**src/rtl/uart_tx_arbiter.sv**
```systemverilog
// Round-robin, packet-locking arbiter sharing one uart_tx core between NUM_REQ byte requesters.
// Optional forced release of an idle lock: define ARB_TIMEOUT_EN.
module uart_tx_arbiter #(
    parameter int unsigned NUM_REQ      = 2,
    parameter int unsigned GW           = (NUM_REQ > 1) ? $clog2(NUM_REQ) : 1,
    parameter int unsigned LOCK_TIMEOUT = 1024
) (
    input  logic                   clk_from_FPGA,
    input  logic                   rst_from_FPGA,
    input  logic [NUM_REQ-1:0]     req_valid,
    input  logic [8*NUM_REQ-1:0]   req_data,
    input  logic [NUM_REQ-1:0]     req_last,
    output logic [NUM_REQ-1:0]     req_ready,
    output logic                   tx_start,
    output logic [7:0]             tx_data,
    input  logic                   tx_busy,
    output logic                   grant_valid,
    output logic [GW-1:0]          grant_id,
    output logic                   lock_timeout
);

    if (NUM_REQ < 1 || NUM_REQ > 8 || LOCK_TIMEOUT < 2) begin : g_bad_param
        $error("uart_tx_arbiter: illegal parameterisation");
    end

    typedef enum logic [1:0] {
        IDLE      = 2'd0,
        WAIT_BUSY = 2'd1,
        WAIT_DONE = 2'd2,
        LOCKED    = 2'd3
    } state_e;

    state_e        state_q, state_d;
    logic          tx_start_q, tx_start_d;
    logic [7:0]    tx_data_q, tx_data_d;
    logic          grant_valid_q, grant_valid_d;
    logic [GW-1:0] grant_id_q, grant_id_d;
    logic [GW-1:0] rr_ptr_q, rr_ptr_d;
    logic          last_flag_q, last_flag_d;

    logic          win_found;
    logic [GW-1:0] win_idx;
    logic [GW-1:0] sel_idx;
    logic          sel_valid;
    logic [7:0]    sel_data;
    logic          sel_last;
    logic          accept;
    logic [GW-1:0] rr_next;
    logic [NUM_REQ-1:0] ready_c;

`ifdef ARB_TIMEOUT_EN
    localparam int unsigned TW = $clog2(LOCK_TIMEOUT);
    logic [TW-1:0] tmo_cnt_q, tmo_cnt_d;
    logic          lock_timeout_q, lock_timeout_d;
`endif

    // First valid requester scanning upward from rr_ptr, wrapping at NUM_REQ
    always_comb begin
        win_found = 1'b0;
        win_idx   = '0;
        for (int unsigned i = 0; i < NUM_REQ; i++) begin
            for (int unsigned j = 0; j < NUM_REQ; j++) begin
                if (!win_found && req_valid[j] && (((32'(rr_ptr_q) + i) % NUM_REQ) == j)) begin
                    win_found = 1'b1;
                    win_idx   = GW'(j);
                end
            end
        end
    end

    assign sel_idx = (state_q == IDLE) ? win_idx : grant_id_q;
    assign rr_next = (grant_id_q == GW'(NUM_REQ - 1)) ? '0 : grant_id_q + GW'(1);

    always_comb begin
        sel_valid = 1'b0;
        sel_data  = 8'h00;
        sel_last  = 1'b0;
        for (int unsigned j = 0; j < NUM_REQ; j++) begin
            if (GW'(j) == sel_idx) begin
                sel_valid = req_valid[j];
                sel_data  = req_data[8*j +: 8];
                sel_last  = req_last[j];
            end
        end
    end

    // Next-state and capture logic
    always_comb begin
        state_d       = state_q;
        tx_start_d    = 1'b0;
        tx_data_d     = tx_data_q;
        grant_valid_d = grant_valid_q;
        grant_id_d    = grant_id_q;
        rr_ptr_d      = rr_ptr_q;
        last_flag_d   = last_flag_q;
        accept        = 1'b0;
`ifdef ARB_TIMEOUT_EN
        tmo_cnt_d      = '0;
        lock_timeout_d = 1'b0;
`endif
        case (state_q)
            IDLE: begin
                if (!tx_busy && win_found) begin
                    accept = 1'b1;
                end
            end
            WAIT_BUSY: begin
                if (tx_busy) begin
                    state_d = WAIT_DONE;
                end
            end
            WAIT_DONE: begin
                if (!tx_busy) begin
                    if (last_flag_q) begin
                        state_d       = IDLE;
                        grant_valid_d = 1'b0;
                        rr_ptr_d      = rr_next;
                    end else begin
                        state_d = LOCKED;
                    end
                end
            end
            LOCKED: begin
                if (sel_valid) begin
                    accept = 1'b1;
`ifdef ARB_TIMEOUT_EN
                end else if (tmo_cnt_q == TW'(LOCK_TIMEOUT - 1)) begin
                    state_d        = IDLE;
                    grant_valid_d  = 1'b0;
                    rr_ptr_d       = rr_next;
                    lock_timeout_d = 1'b1;
                end else begin
                    tmo_cnt_d = tmo_cnt_q + TW'(1);
`endif
                end
            end
            default: state_d = IDLE;
        endcase

        if (accept) begin
            state_d       = WAIT_BUSY;
            tx_start_d    = 1'b1;
            tx_data_d     = sel_data;
            grant_valid_d = 1'b1;
            grant_id_d    = sel_idx;
            last_flag_d   = sel_last;
        end
    end

    always_comb begin
        ready_c = '0;
        for (int unsigned j = 0; j < NUM_REQ; j++) begin
            if (accept && (GW'(j) == sel_idx)) begin
                ready_c[j] = 1'b1;
            end
        end
    end

    always_ff @(posedge clk_from_FPGA or posedge rst_from_FPGA) begin
        if (rst_from_FPGA) begin
            state_q       <= IDLE;
            tx_start_q    <= 1'b0;
            tx_data_q     <= 8'h00;
            grant_valid_q <= 1'b0;
            grant_id_q    <= '0;
            rr_ptr_q      <= '0;
            last_flag_q   <= 1'b0;
        end else begin
            state_q       <= state_d;
            tx_start_q    <= tx_start_d;
            tx_data_q     <= tx_data_d;
            grant_valid_q <= grant_valid_d;
            grant_id_q    <= grant_id_d;
            rr_ptr_q      <= rr_ptr_d;
            last_flag_q   <= last_flag_d;
        end
    end

`ifdef ARB_TIMEOUT_EN
    always_ff @(posedge clk_from_FPGA or posedge rst_from_FPGA) begin
        if (rst_from_FPGA) begin
            tmo_cnt_q      <= '0;
            lock_timeout_q <= 1'b0;
        end else begin
            tmo_cnt_q      <= tmo_cnt_d;
            lock_timeout_q <= lock_timeout_d;
        end
    end

    assign lock_timeout = lock_timeout_q;
`else
    assign lock_timeout = 1'b0;
`endif

    // Ready is held low for the whole reset assertion, not just after the first edge
    assign req_ready   = ready_c & ~{NUM_REQ{rst_from_FPGA}};
    assign tx_start    = tx_start_q;
    assign tx_data     = tx_data_q;
    assign grant_valid = grant_valid_q;
    assign grant_id    = grant_id_q;

endmodule

```
**config.mk**
```make
export PLATFORM = sky130hd
export DESIGN_NAME = uart_tx_arbiter
export DESIGN_NICKNAME = d
export VERILOG_FILES = /design/src/rtl/uart_tx_arbiter.sv
export SDC_FILE = /design/constraint.sdc
export NUM_CORES = 1
export LEC_CHECK = 0
export CAP_MARGIN = 20
export CORE_MARGIN = 3
export CORE_UTILIZATION = 41
export DETAILED_ROUTE_END_ITERATION = 10
export PLACE_DENSITY = 0.85
export SLEW_MARGIN = 25
export SYNTH_ARGS = -nofsm -noshare
export SYNTH_HDL_FRONTEND = slang
export SYNTH_SLANG_ARGS = --single-unit
```
**constraint.sdc**
```tcl
create_clock -name clk_from_FPGA -period 1.85 [get_ports clk_from_FPGA]
set_input_delay 0.2775 -clock clk_from_FPGA [delete_from_list [all_inputs] [get_ports clk_from_FPGA]]
set_output_delay 0.2775 -clock clk_from_FPGA [all_outputs]
set_load 0.02 [all_outputs]
```
==> flow_summary.yaml, run 1 <==
power:
  p_comb_share_pct: 65.3
  p_leak_nw: 0.677
  powerDensity_nw_per_um2: 1540
  ir_drop_uv: 873
  switching_share_pct: 40.9
  p_int_mw: 1.28
  clkPwrFrac_pct: 8.7
  power_frac_seq_pct: 26.0
  p_sw_mw: 0.883
detailed_routing:
  first_iter_violations: 3
  vias: 796
  drt_wl_total_mm: 2.08
  firstDrtPassIters: 3
  wl_per_cell_um: 13.0
  viasPerCell: 4.98
  route.detailed.drc: 0
  drtAntennaViolNets: 0
synth:
  syn_area_um2: 858
  syn_avg_cell_area_um2: 10.2
  syn_inst: 84
  synth.distinct_cells: 22
  ys_seq_area_share_pct: 43.7
  yosysWarnings: 0
  ys_ff_latch: 15
  synthesis.nets: 111
final_layout:
  layout-drive-gt1-share_pct: 28.1
  postLayoutCellArea_um2: 1400
  n_antenna_cell: 0
  areaGrowthSynthToFinish_pct: 63.1
  regArea_um2: 375
  final_cell_mix: "clkdlybuf4s50_1, nand2_1, dfrtp_1, buf_4, mux2i_1"
  multiInputGateArea_um2: 467
  fillerInstances: 148
  fin_util_pct: 76.1
  nets: 163
  final_common_cell: "clkdlybuf4s50_1"
global_route:
  gr-usage-all-layers_pct: 19.3
  grt.busiest_layer: "met2"
  grt_pass1_wl_mm: 3.77
  gr-total-overflow: 0
  grt_max_degree: 16
  use_met3_pct: 5.16
  antenna_found_initial: 0
  grt_use_met1_pct: 21.9
  use_met2_pct: 35.2
  grt_pass1_vias: 856
hold_path:
  hp-class: "in -> async"
setup_path:
  crit_buf_inv: 3
  worstPathArrival_ns: 1.68
  end_kind: "primary output"
  r2r-end: "tx_data[0]"
  r2r_setup_slack_ns: 0.14
  crit_chain: "inv_2, ha_4, o21ba_4, o221ai_4, buf_6, nor3_4, buf_6"
  cp.required_ns: 1.57
  rr_worst_depth: 8
  path_max_fanout: 3
  crit_path_top_delay_cell: "dfrtp_1"
  cp_common_cell: "buf_6"
  slowest_delay_ns: 0.40
  critPathKind: "reg -> out"
  path_delay_family: "flip-flops"
  r2r_start: "state_q[1]"
  start_kind: "register"
clock_tree:
  cts_made_buffers: 3
  cts_hold_buf: 0
  cts_tree: "yes"
  ctsRootBufferMaster: "clkbuf_4"
  clkTransAtPathRegs_ns: 0.10
  cts_max_path_buffers: 2
  cts_sinks: 15
  htree_levels: 1
  clock_latency_ns: 0.28
sta:
  holdWs_ns: 0.419
  hold_viol_final: 0
  setup_ws_ns: -0.110
  finalSetupViolations: 2
  fmax_mhz: 510
  min_period_ns: 1.96
  clock_skew_ns: 0.00849
  rsz0062_at_grt: "yes"
  finalMaxSlewViolations: 0
  period_share_pct: 106
  finalSetupTns_ns: -0.204
placed_design:
  post_dp_cell_area_um2: 1320
  gp_congestion: 0.760
  dpl_worst_slack_ns: -0.459
  port_buffers: 35
  hpwl_mm: 1.71
die:
  die_area_um2: 2680
  rows: 15
  die_w_um: 51.8
  initial_core_util_pct: 46.7
  core_um2: 1840
  die_height_um: 51.8
  ios: 37
status:
  status: "finished, violations left"
  violations: "setup timing"
run:
  maxCapViolCount: 0
[layer usage]
| layer | vias to the layer above | routed length (um) | share of wire, % |
|---|---|---|---|
| li1 | 384 | - | - |
| met1 | 384 | 796 | 38 |
| met2 | 26 | 1130 | 55 |
| met3 | 2 | 137 | 6.6 |
| met4 | 0 | 10 | 0.48 |
| met5 | - | 0 | 0 |
[metrics by stage]
stage          total power [mW]  cells
2_1_floorplan              1.36     84
3_3_place_gp               1.83    154
3_5_place_dp               1.88    154
4_1_cts                    2.15    160
5_1_grt                    2.33    160
6_report                   2.16    160
[sequential cells by signal, indices dropped and copies added, names as in the netlist]
register and cells:
grant_valid 1, grant_id 1, rr_ptr_q 1, tx_start 1, last_flag_q 1, state_q 2, tx_data 8
[area by class of cell]
class	count	share of cell area [%]
Timing Repair Buffer	51	34.0
Clock inverter	1	0.357
Tap cell	25	2.23
Sequential cell	15	26.8
Inverter	6	1.61
Clock buffer	3	1.61
Multi-Input combinational cell	59	33.3
[power groups by stage]
| stage | Sequential, mW | Clock, mW | Combinational [mW] |
|---|---|---|---|
| finish | 0.562 | 0.187 | 1.41 |
| detailed placement | 0.563 | 0 | 1.32 |
| global route | 0.584 | 0.205 | 1.55 |
| floorplan | 0.693 | 0 | 0.668 |
| global placement | 0.559 | 0 | 1.27 |
| CTS | 0.563 | 0.194 | 1.40 |
[how the worst max path moves through the flow]
stage,depth (start not counted),end,start,slack [ns]
after floorplan,6,req_ready[0],state_q[0],0.05
after global placement,6,req_ready[0],req_valid[1],-0.41
after detailed placement,6,req_ready[0],req_valid[0],-0.46
after CTS,7,req_ready[0],state_q[1],-0.12
after global routing,7,req_ready[0],state_q[1],-0.20
final,7,req_ready[0],state_q[1],-0.11
[kinds of logic (layout without fill, tap and decap cells)]
logic type	count (synthesis)	after routing	synth area share, %
and+or+nand+nor	24	24	12.5
AOI/OAI and AO/OA	20	20	18.7
DFF	15	15	43.7
muxes	10	10	12.2
buffers and inverters	10	61	6.56
adders and majority gates	4	4	5.83
other	1	1	0.437
[synth_stat cells]
cell type  count  area share (%)
a21oi_1        6             3.5
and2b_1        1            0.87
and3_1         1            0.73
buf_4          3             2.6
buf_6          1             1.3
conb_1         1            0.44
dfrtp_1       15              44
ha_1           4             5.8
inv_1          6             2.6
mux2_4         1             1.7
mux2i_1        9              10
nand2_1       15             6.6
nand2b_1       2             1.5
nand3_1        1            0.58
nor2_1         1            0.44
nor2b_1        1            0.73
nor3_1         2             1.2
o21ai_0        4             2.3
o21ai_2        7             7.1
o21ba_2        1             1.2
o221ai_4       1             3.1
o22ai_2        1             1.5
[tightest hold or removal path, delay by kind of cell]
family,cells,cell delay (ns)
buf+inv,3,0.80
[what timing repair did]
item,CTS,global route
endpoints found under the setup margin,2,3
buffers inserted,2,0
pin swaps,3,1
resized for setup,17,2
Power figures use the tool's default switching activity.
==> inputs of run 2 (changes only) <==
Settings changed: CORE_MARGIN 3 to 5.
==> flow_summary.yaml, run 2 (synthesized netlist as in run 1, its figures left out) <==
status:
  status: "finished, violations left"
  violations: "setup timing"
die:
  initial_core_util_pct: 43.3
  die_w_um: 55.8
  die_area_um2: 3110
  rows: 16
  core_um2: 1980
  die_height_um: 55.8
  ios: 37
sta:
  finalMaxSlewViolations: 0
  setup_ws_ns: -0.111
  finalSetupTns_ns: -0.140
  period_share_pct: 106
  clock_skew_ns: 0.0109
  min_period_ns: 1.96
  fmax_mhz: 510
  finalSetupViolations: 2
  hold_viol_final: 0
  holdWs_ns: 0.405
  rsz0062_at_grt: "yes"
setup_path:
  critPathKind: "reg -> out"
  crit_start: "state_q[1]"
  rr_worst_depth: 11
  path_max_fanout: 3
  r2r_setup_slack_ns: 0.02
  r2r_start: "state_q[1]"
  cp.required_ns: 1.57
  end_kind: "primary output"
  worstPathArrival_ns: 1.68
  r2r-end: "state_q[1]"
  start_kind: "register"
placed_design:
  port_buffers: 35
  hpwl_mm: 1.78
  post_dp_cell_area_um2: 1340
  gp_congestion: 0.725
  dpl_worst_slack_ns: -0.530
  placed_cells: 158
clock_tree:
  cts_hold_buf: 0
  cts_tree: "yes"
  cts_max_path_buffers: 2
  cts_made_buffers: 3
  clkTransAtPathRegs_ns: 0.10
  htree_levels: 1
  ctsRootBufferMaster: "clkbuf_4"
  cts_sinks: 15
  clock_latency_ns: 0.30
power:
  p_sw_mw: 0.932
  p_comb_share_pct: 67.0
  fin_total_pwr_mw: 2.28
  switching_share_pct: 40.8
  clkPwrFrac_pct: 8.5
  p_int_mw: 1.35
  ir_drop_uv: 913
  powerDensity_nw_per_um2: 1560
  power_frac_seq_pct: 24.5
  p_leak_nw: 0.709
global_route:
  grt_pass1_wl_mm: 3.97
  gr-usage-all-layers_pct: 16.5
  antenna_found_initial: 0
  grt_pass1_vias: 882
  gr-total-overflow: 0
  grt_max_degree: 17
detailed_routing:
  drtAntennaViolNets: 0
  viasPerCell: 4.79
  first_iter_violations: 7
  firstDrtPassIters: 4
  vias: 810
  wl_per_cell_um: 13.9
  drt_wl_total_mm: 2.34
  route.detailed.drc: 0
final_layout:
  n_antenna_cell: 0
  multiInputGateArea_um2: 468
  final_cell_mix: "clkdlybuf4s50_1, buf_4, nand2_1, dfrtp_1, mux2i_1"
  nets: 170
  final_common_cell: "clkdlybuf4s50_1"
  largest_register_ffs: 8
  regArea_um2: 375
  fin_cells: 169
  postLayoutCellArea_um2: 1460
  layout-drive-gt1-share_pct: 33.8
  areaGrowthSynthToFinish_pct: 70.1
  fin_util_pct: 73.7
  fillerInstances: 135
run:
  maxCapViolCount: 0
hold_path:
  hp-class: "in -> async"
## run 2: how the worst max path moves through the flow
stage / to / slack, ns / cells after the start
floorplan: req_ready[0] / 0.05 / 6
global placement: req_ready[1] / -0.46 / 6
detailed placement: req_ready[1] / -0.53 / 6
CTS: req_ready[1] / -0.14 / 7
global route: req_ready[1] / -0.18 / 7
finish: req_ready[1] / -0.11 / 7
## run 2: critical path: stages (launching register included)
cell and delay [ns]:
dfrtp_1 0.40, inv_2 0.08, ha_4 0.20, o21ba_4 0.22, o221ai_4 0.12, inv_2 0.08, and3_4 0.17, buf_6 0.11
## run 2: final cells by class
class                      instances  share of cell area [%]
clock inverter                     1                   0.343
timing repair buffer              58                    36.5
multi-input combinational         59                    32.0
sequential                        15                    25.7
inverter                           6                    1.54
tap                               27                    2.31
clock buffer                       3                    1.54
## run 2: routing by layer
layer	up-vias	global-route usage [%]	wire, um
met5	-	0	0
met4	0	10.1	53
met3	6	6.26	192
met2	30	29.6	1270
met1	377	15.8	825
li1	397	-	-
## run 2: power by group through the flow
stage	Sequential, mW	Clock, mW	Combinational [mW]
finish	0.560	0.194	1.53
global route	0.577	0.216	1.65
CTS	0.563	0.199	1.50
detailed placement	0.562	0	1.36
global placement	0.558	0	1.30
floorplan	0.693	0	0.668
## run 2: timing repair
item,in CTS,in global routing
setup endpoints to repair,2,4
pin swaps,3,2
gates resized for setup,21,2
setup buffers,6,1
==> inputs of run 3 (changes only) <==
Settings changed: CTS_CLUSTER_DIAMETER set to 100.
==> results of run 3 <==
Final layout, timing and power as in run 2 (identical DEF).
==> RTL change 1, RTL diff (flow settings as in run 1) <==
The parameter `NUM_REQ` goes from 2 to 1.
--- a/src/rtl/uart_tx_arbiter.sv
+++ b/src/rtl/uart_tx_arbiter.sv
@@ -1,7 +1,7 @@
 // Round-robin, packet-locking arbiter sharing one uart_tx core between NUM_REQ byte requesters.
 // Optional forced release of an idle lock: define ARB_TIMEOUT_EN.
 module uart_tx_arbiter #(
-    parameter int unsigned NUM_REQ      = 2,
+    parameter int unsigned NUM_REQ      = 1,
     parameter int unsigned GW           = (NUM_REQ > 1) ? $clog2(NUM_REQ) : 1,
     parameter int unsigned LOCK_TIMEOUT = 1024
 ) (
Interface: changed (resized req_data, req_last, req_ready and req_valid); port bits go from 37 to 26. No check against the original RTL was run, so the function may have changed too.
==> RTL change 1 against run 1 <==
Design area shrank 25%; total power shrank 18%; routed wire length shrank 31%; combinational power shrank 27%; non-clock buffer count shrank 20; synthesized area shrank 18%; setup slack gained 140 ps; sequential cell count shrank 1; critical path type unchanged.
==> RTL change 1: results (changes against run 1) <==
- Status: finished clean (was complete, but fails checks)
- Vias: 507 (was 796)
- Ranking of synthesized cells by area: dfrtp_1, mux2_4, mux2_2 (was dfrtp_1, mux2i_1, o21ai_2)
- Critical path's top delay family: simple AND/OR/NAND/NOR gates (was flip-flops)
- H-tree depth: 1 (unchanged)
- Clock buffer depth: 2 (unchanged)
- Seq/Total Area, Yosys: 49.6% (was 43.7%)
- Routed wire per std cell: 14.1 um (was 13.0 um)
- Clock Pin Slew Worst Setup and Hold Paths: 80 ps (was 100 ps)
- IO Port Bufs: 24 (was 35)
- Placer Congestion: 0.655 (was 0.760)
- Vias in the first global route: 548 (was 856)
- Max reg flops: 8 (unchanged)
- Post-synth cell types: 21 (was 22)
- Worst path arrival time: 1540 ps (was 1680 ps)
- Maximum fanout along the worst path: 2 (was 3)
- Pleak: 0.482 nW (was 0.677 nW)
- Worst skew pair latency: 260 ps (was 280 ps)
- Worst R2R Start: state_q[1] (unchanged)
- Layout cells sized above 1: 34.9% (was 28.1%)
- CTS root buf: clkbuf_4 (unchanged)
- Worst Reg-to-Reg Cells: 6 (was 8)
- R2R setup slack: 50 ps (was 140 ps)
- Total GRT Usage: 14.1% (was 19.3%)
- Clock skew: 0.632 ps (was 8.49 ps)
- Syn Nets: 70 (was 111)
- Top cells by count, synth: dfrtp_1, mux2_2, ha_1, inv_1, mux2_4 (was dfrtp_1, nand2_1, mux2i_1, o21ai_2)
- First-pass GRT wire length: 2220 um (was 3770 um)
- Drt pass-1 iters: 2 (was 3)
- # nets final: 104 (was 163)
- HPWL after DPL: 1130 um (was 1710 um)
- Worst vdd ir: 1.00 mV (was 0.873 mV)
- Reg2reg end: tx_data[4] (was tx_data[0])
- Placed cell area: 991 um^2 (was 1320 um^2)
- Largest net degree at the start of global routing: 15 (was 16)
- Drt first-iter violations: 1 (was 3)
RTL change 1: kinds of logic (layout without fill, tap and decap cells):
family                     count (synthesis)  in the layout  synth area share, %
and+or+nand+nor                           13             13                 12.9
adders and majority gates                  4              4                 7.09
AOI/OAI and AO/OA                          6              6                 7.98
buffers and inverters                      6             39                 5.32
muxes                                      9              9                 16.5
other                                      1              1                0.531
DFF                                       14             14                 49.6
RTL change 1: worst max path at each step:
stage / startpoint / end / slack, ps
finish: state_q[1] / req_ready / 30
global route: state_q[1] / req_ready / -20
CTS: state_q[1] / req_ready / 10
detailed placement: req_valid / req_ready / -220
global placement: req_valid / req_ready / -200
floorplan: state_q[0] / req_ready / 90
RTL change 1: repair_timing:
item                       4_1_cts  5_1_grt
pin swaps                        3        1
gates resized for setup          9        1
setup endpoints to repair        4        7
buffers inserted                 1        0
RTL change 1: routing by layer:
metal | vias to the layer above | share of wire [%] | track usage, %
met2 | 19 | 50 | 27.0
met5 | - | 0 | 0
met3 | 0 | 8.9 | 5.26
li1 | 243 | - | -
met1 | 245 | 41 | 15.0
met4 | 0 | 0 | 1.66
RTL change 1: area by class of cell:
class | count | area [um^2]
Clock buffer | 4 | 36.3
Fill cell | 118 | 510
Inverter | 4 | 15.0
Multi-Input combinational cell | 33 | 333
Sequential cell | 14 | 350
Tap cell | 16 | 20.0
Timing Repair Buffer | 31 | 294
RTL change 1: power breakdown:
part           total [mW]  switching [mW]  internal [mW]
registers           0.541          0.0891          0.452
clock network       0.206          0.0865          0.119
logic                1.03           0.455          0.577
total                1.78           0.630           1.15
RTL change 1: through the flow:
step,total power [mW],setup TNS [ps],hold slack [ps],std cells,setup slack (ps)
global placement,1.48,-259,459,97,-204
detailed placement,1.52,-356,467,97,-221
global route,1.88,-82.2,429,102,-23.3
floorplan,1.12,0,167,53,89.6
finish,1.78,0,381,102,28.6
CTS,1.79,0,398,102,11.7
==> RTL change 2, RTL diff (flow settings as in run 1) <==
Without the edit above. Encoding of `state_e`: now one-hot (4 bits for 4 states).
--- a/src/rtl/uart_tx_arbiter.sv
+++ b/src/rtl/uart_tx_arbiter.sv
@@ -23,11 +23,11 @@
         $error("uart_tx_arbiter: illegal parameterisation");
     end
 
-    typedef enum logic [1:0] {
-        IDLE      = 2'd0,
-        WAIT_BUSY = 2'd1,
-        WAIT_DONE = 2'd2,
-        LOCKED    = 2'd3
+    typedef enum logic [3:0] {
+        IDLE      = 4'b0001,
+        WAIT_BUSY = 4'b0010,
+        WAIT_DONE = 4'b0100,
+        LOCKED    = 4'b1000
     } state_e;
 
     state_e        state_q, state_d;
Function: no difference found for any inputs over 10 cycles, from zero or initial values and one cycle with rst_from_FPGA high; not proved beyond that.
==> RTL change 2 against run 1 <==
The flow still finishes with violations (setup timing); design area rose by 34%; fmax fell by 20%; synthesized area is 25% higher; die area up 22%; critical path depth decreased by 1; non-clock buffer count up 23; combinational power increased by 28%; setup slack worse by 500 ps; routed wire length is 78% higher; clock skew is 4.6 ps lower; sequential cell count increased by 2; via count is 47% higher; count of clock-buffer cells in the layout did not move; total power rose by 23%; critical endpoint unchanged; highest routed layer unchanged.
==> RTL change 2: results (changes against run 1) <==
- R2R setup slack: -350 ps (was 140 ps)
- CP Capture Point: req_ready[0] (unchanged)
- Syn Area/Cell: 10.7 um^2 (was 10.2 um^2)
- Worst hold margin: 446 ps (was 419 ps)
- Met3 wire length: 181 um (was 137 um)
- Status: complete, but fails checks (unchanged)
- Clock Pin Slew Worst Setup and Hold Paths: 100 ps (about the same)
- Vias per cell: 5.89 (was 4.98)
- P_comb: 1.80 mW (was 1.41 mW)
- Routed wire per std cell: 18.5 um (was 13.0 um)
- Clock skew: 3.92 ps (was 8.49 ps)
- M3 GR Usage: 4.30% (was 5.16%)
- Drt first-iter violations: 36 (was 3)
- Top cells by count, synth: dfrtp_1, o21ai_0, nand3_1, a2111oi_0, a31oi_2 (was dfrtp_1, nand2_1, mux2i_1, o21ai_2)
- Worst R2R Start: state_q[3] (was state_q[1])
- Fillers: 155 (was 148)
- GR Util met2: 40.8% (was 35.2%)
- Layout cells sized above 1: 42.1% (was 28.1%)
- DR top layer: met4 (unchanged)
- # Post-CTS Setup Buffers: 10 (was 2)
- First-pass GRT wire length: 5560 um (was 3770 um)
- Syn Nets: 123 (was 111)
- Worst Reg-to-Reg Cells: 9 (was 8)
- Reg2reg end: tx_data[5] (was tx_data[0])
- Drt pass-1 iters: 4 (was 3)
- Setup violators final: 17 (was 2)
- Num CTS Buffers: 3 (unchanged)
- Metal2 WL: 1890 um (was 1130 um)
- Ranking of synthesized cells by area: dfrtp_1, a31oi_2, a2111oi_0 (was dfrtp_1, mux2i_1, o21ai_2)
- GR Util met1: 25.2% (was 21.9%)
- Post-synth cell types: 34 (was 22)
- HPWL after DPL: 2390 um (was 1710 um)
- Pleak: 0.755 nW (was 0.677 nW)
- Max reg flops: 8 (unchanged)
- Final setup margin: -606 ps (was -110 ps)
- CTS resizes: 25 (was 17)
- Synth Area in Adders: 0% (was 5.83%)
- Largest net degree at the start of global routing: 18 (was 16)
- Placed insts: 183 (was 154)
- Total GRT Usage: 22.3% (was 19.3%)
- WL met1: 1510 um (was 796 um)
- Worst vdd ir: 0.997 mV (was 0.873 mV)
- Worst setup startpoint: state_q[0] (was state_q[1])
- Final min period: 2460 ps (was 1960 ps)
- Vias in the first global route: 1,140 (was 856)
- Mux share of post-synthesis cell area: 1.40% (was 12.2%)
- Clk. pwr: 0.202 mW (was 0.187 mW)
- Yosys warns: 0 (unchanged)
- Synth Area in Compound Gates: 30.7% (was 18.7%)
- Seq/Total Area, Yosys: 39.8% (was 43.7%)
- Placer Congestion: 0.918 (was 0.760)
- Initial antenna violation count: 0 (unchanged)
- WL final: 3690 um (was 2080 um)
- Failing checks: setup timing (unchanged)
- Net Sw Frac: 41.1% (was 40.9%)
## RTL change 2: through the flow
step / cell area, um^2 / setup slack, ps / total power [mW] / TNS, ps
6_report: 1870 / -606 / 2.65 / -4590
5_1_grt: 1870 / -670 / 2.79 / -5780
4_1_cts: 1830 / -552 / 2.54 / -4490
3_5_place_dp: 1630 / -714 / 2.06 / -4470
3_3_place_gp: 1630 / -660 / 2.01 / -3350
2_1_floorplan: 1100 / -258 / 1.43 / -1570
## RTL change 2: worst max-delay path: stages (launching register included)
cell      delay, ps
dfstp_2         590
or4b_4          520
nor3b_4         260
a211oi_4        100
buf_12          150
nor3_4          120
buf_6           140
## RTL change 2: layout make-up
cell class | count | share of cell area [%]
Clock buffer | 3 | 1.20
Clock inverter | 1 | 0.267
Inverter | 3 | 0.868
Multi-Input combinational cell | 73 | 35.6
Sequential cell | 17 | 22.8
Tap cell | 28 | 1.87
Timing Repair Buffer | 74 | 37.4
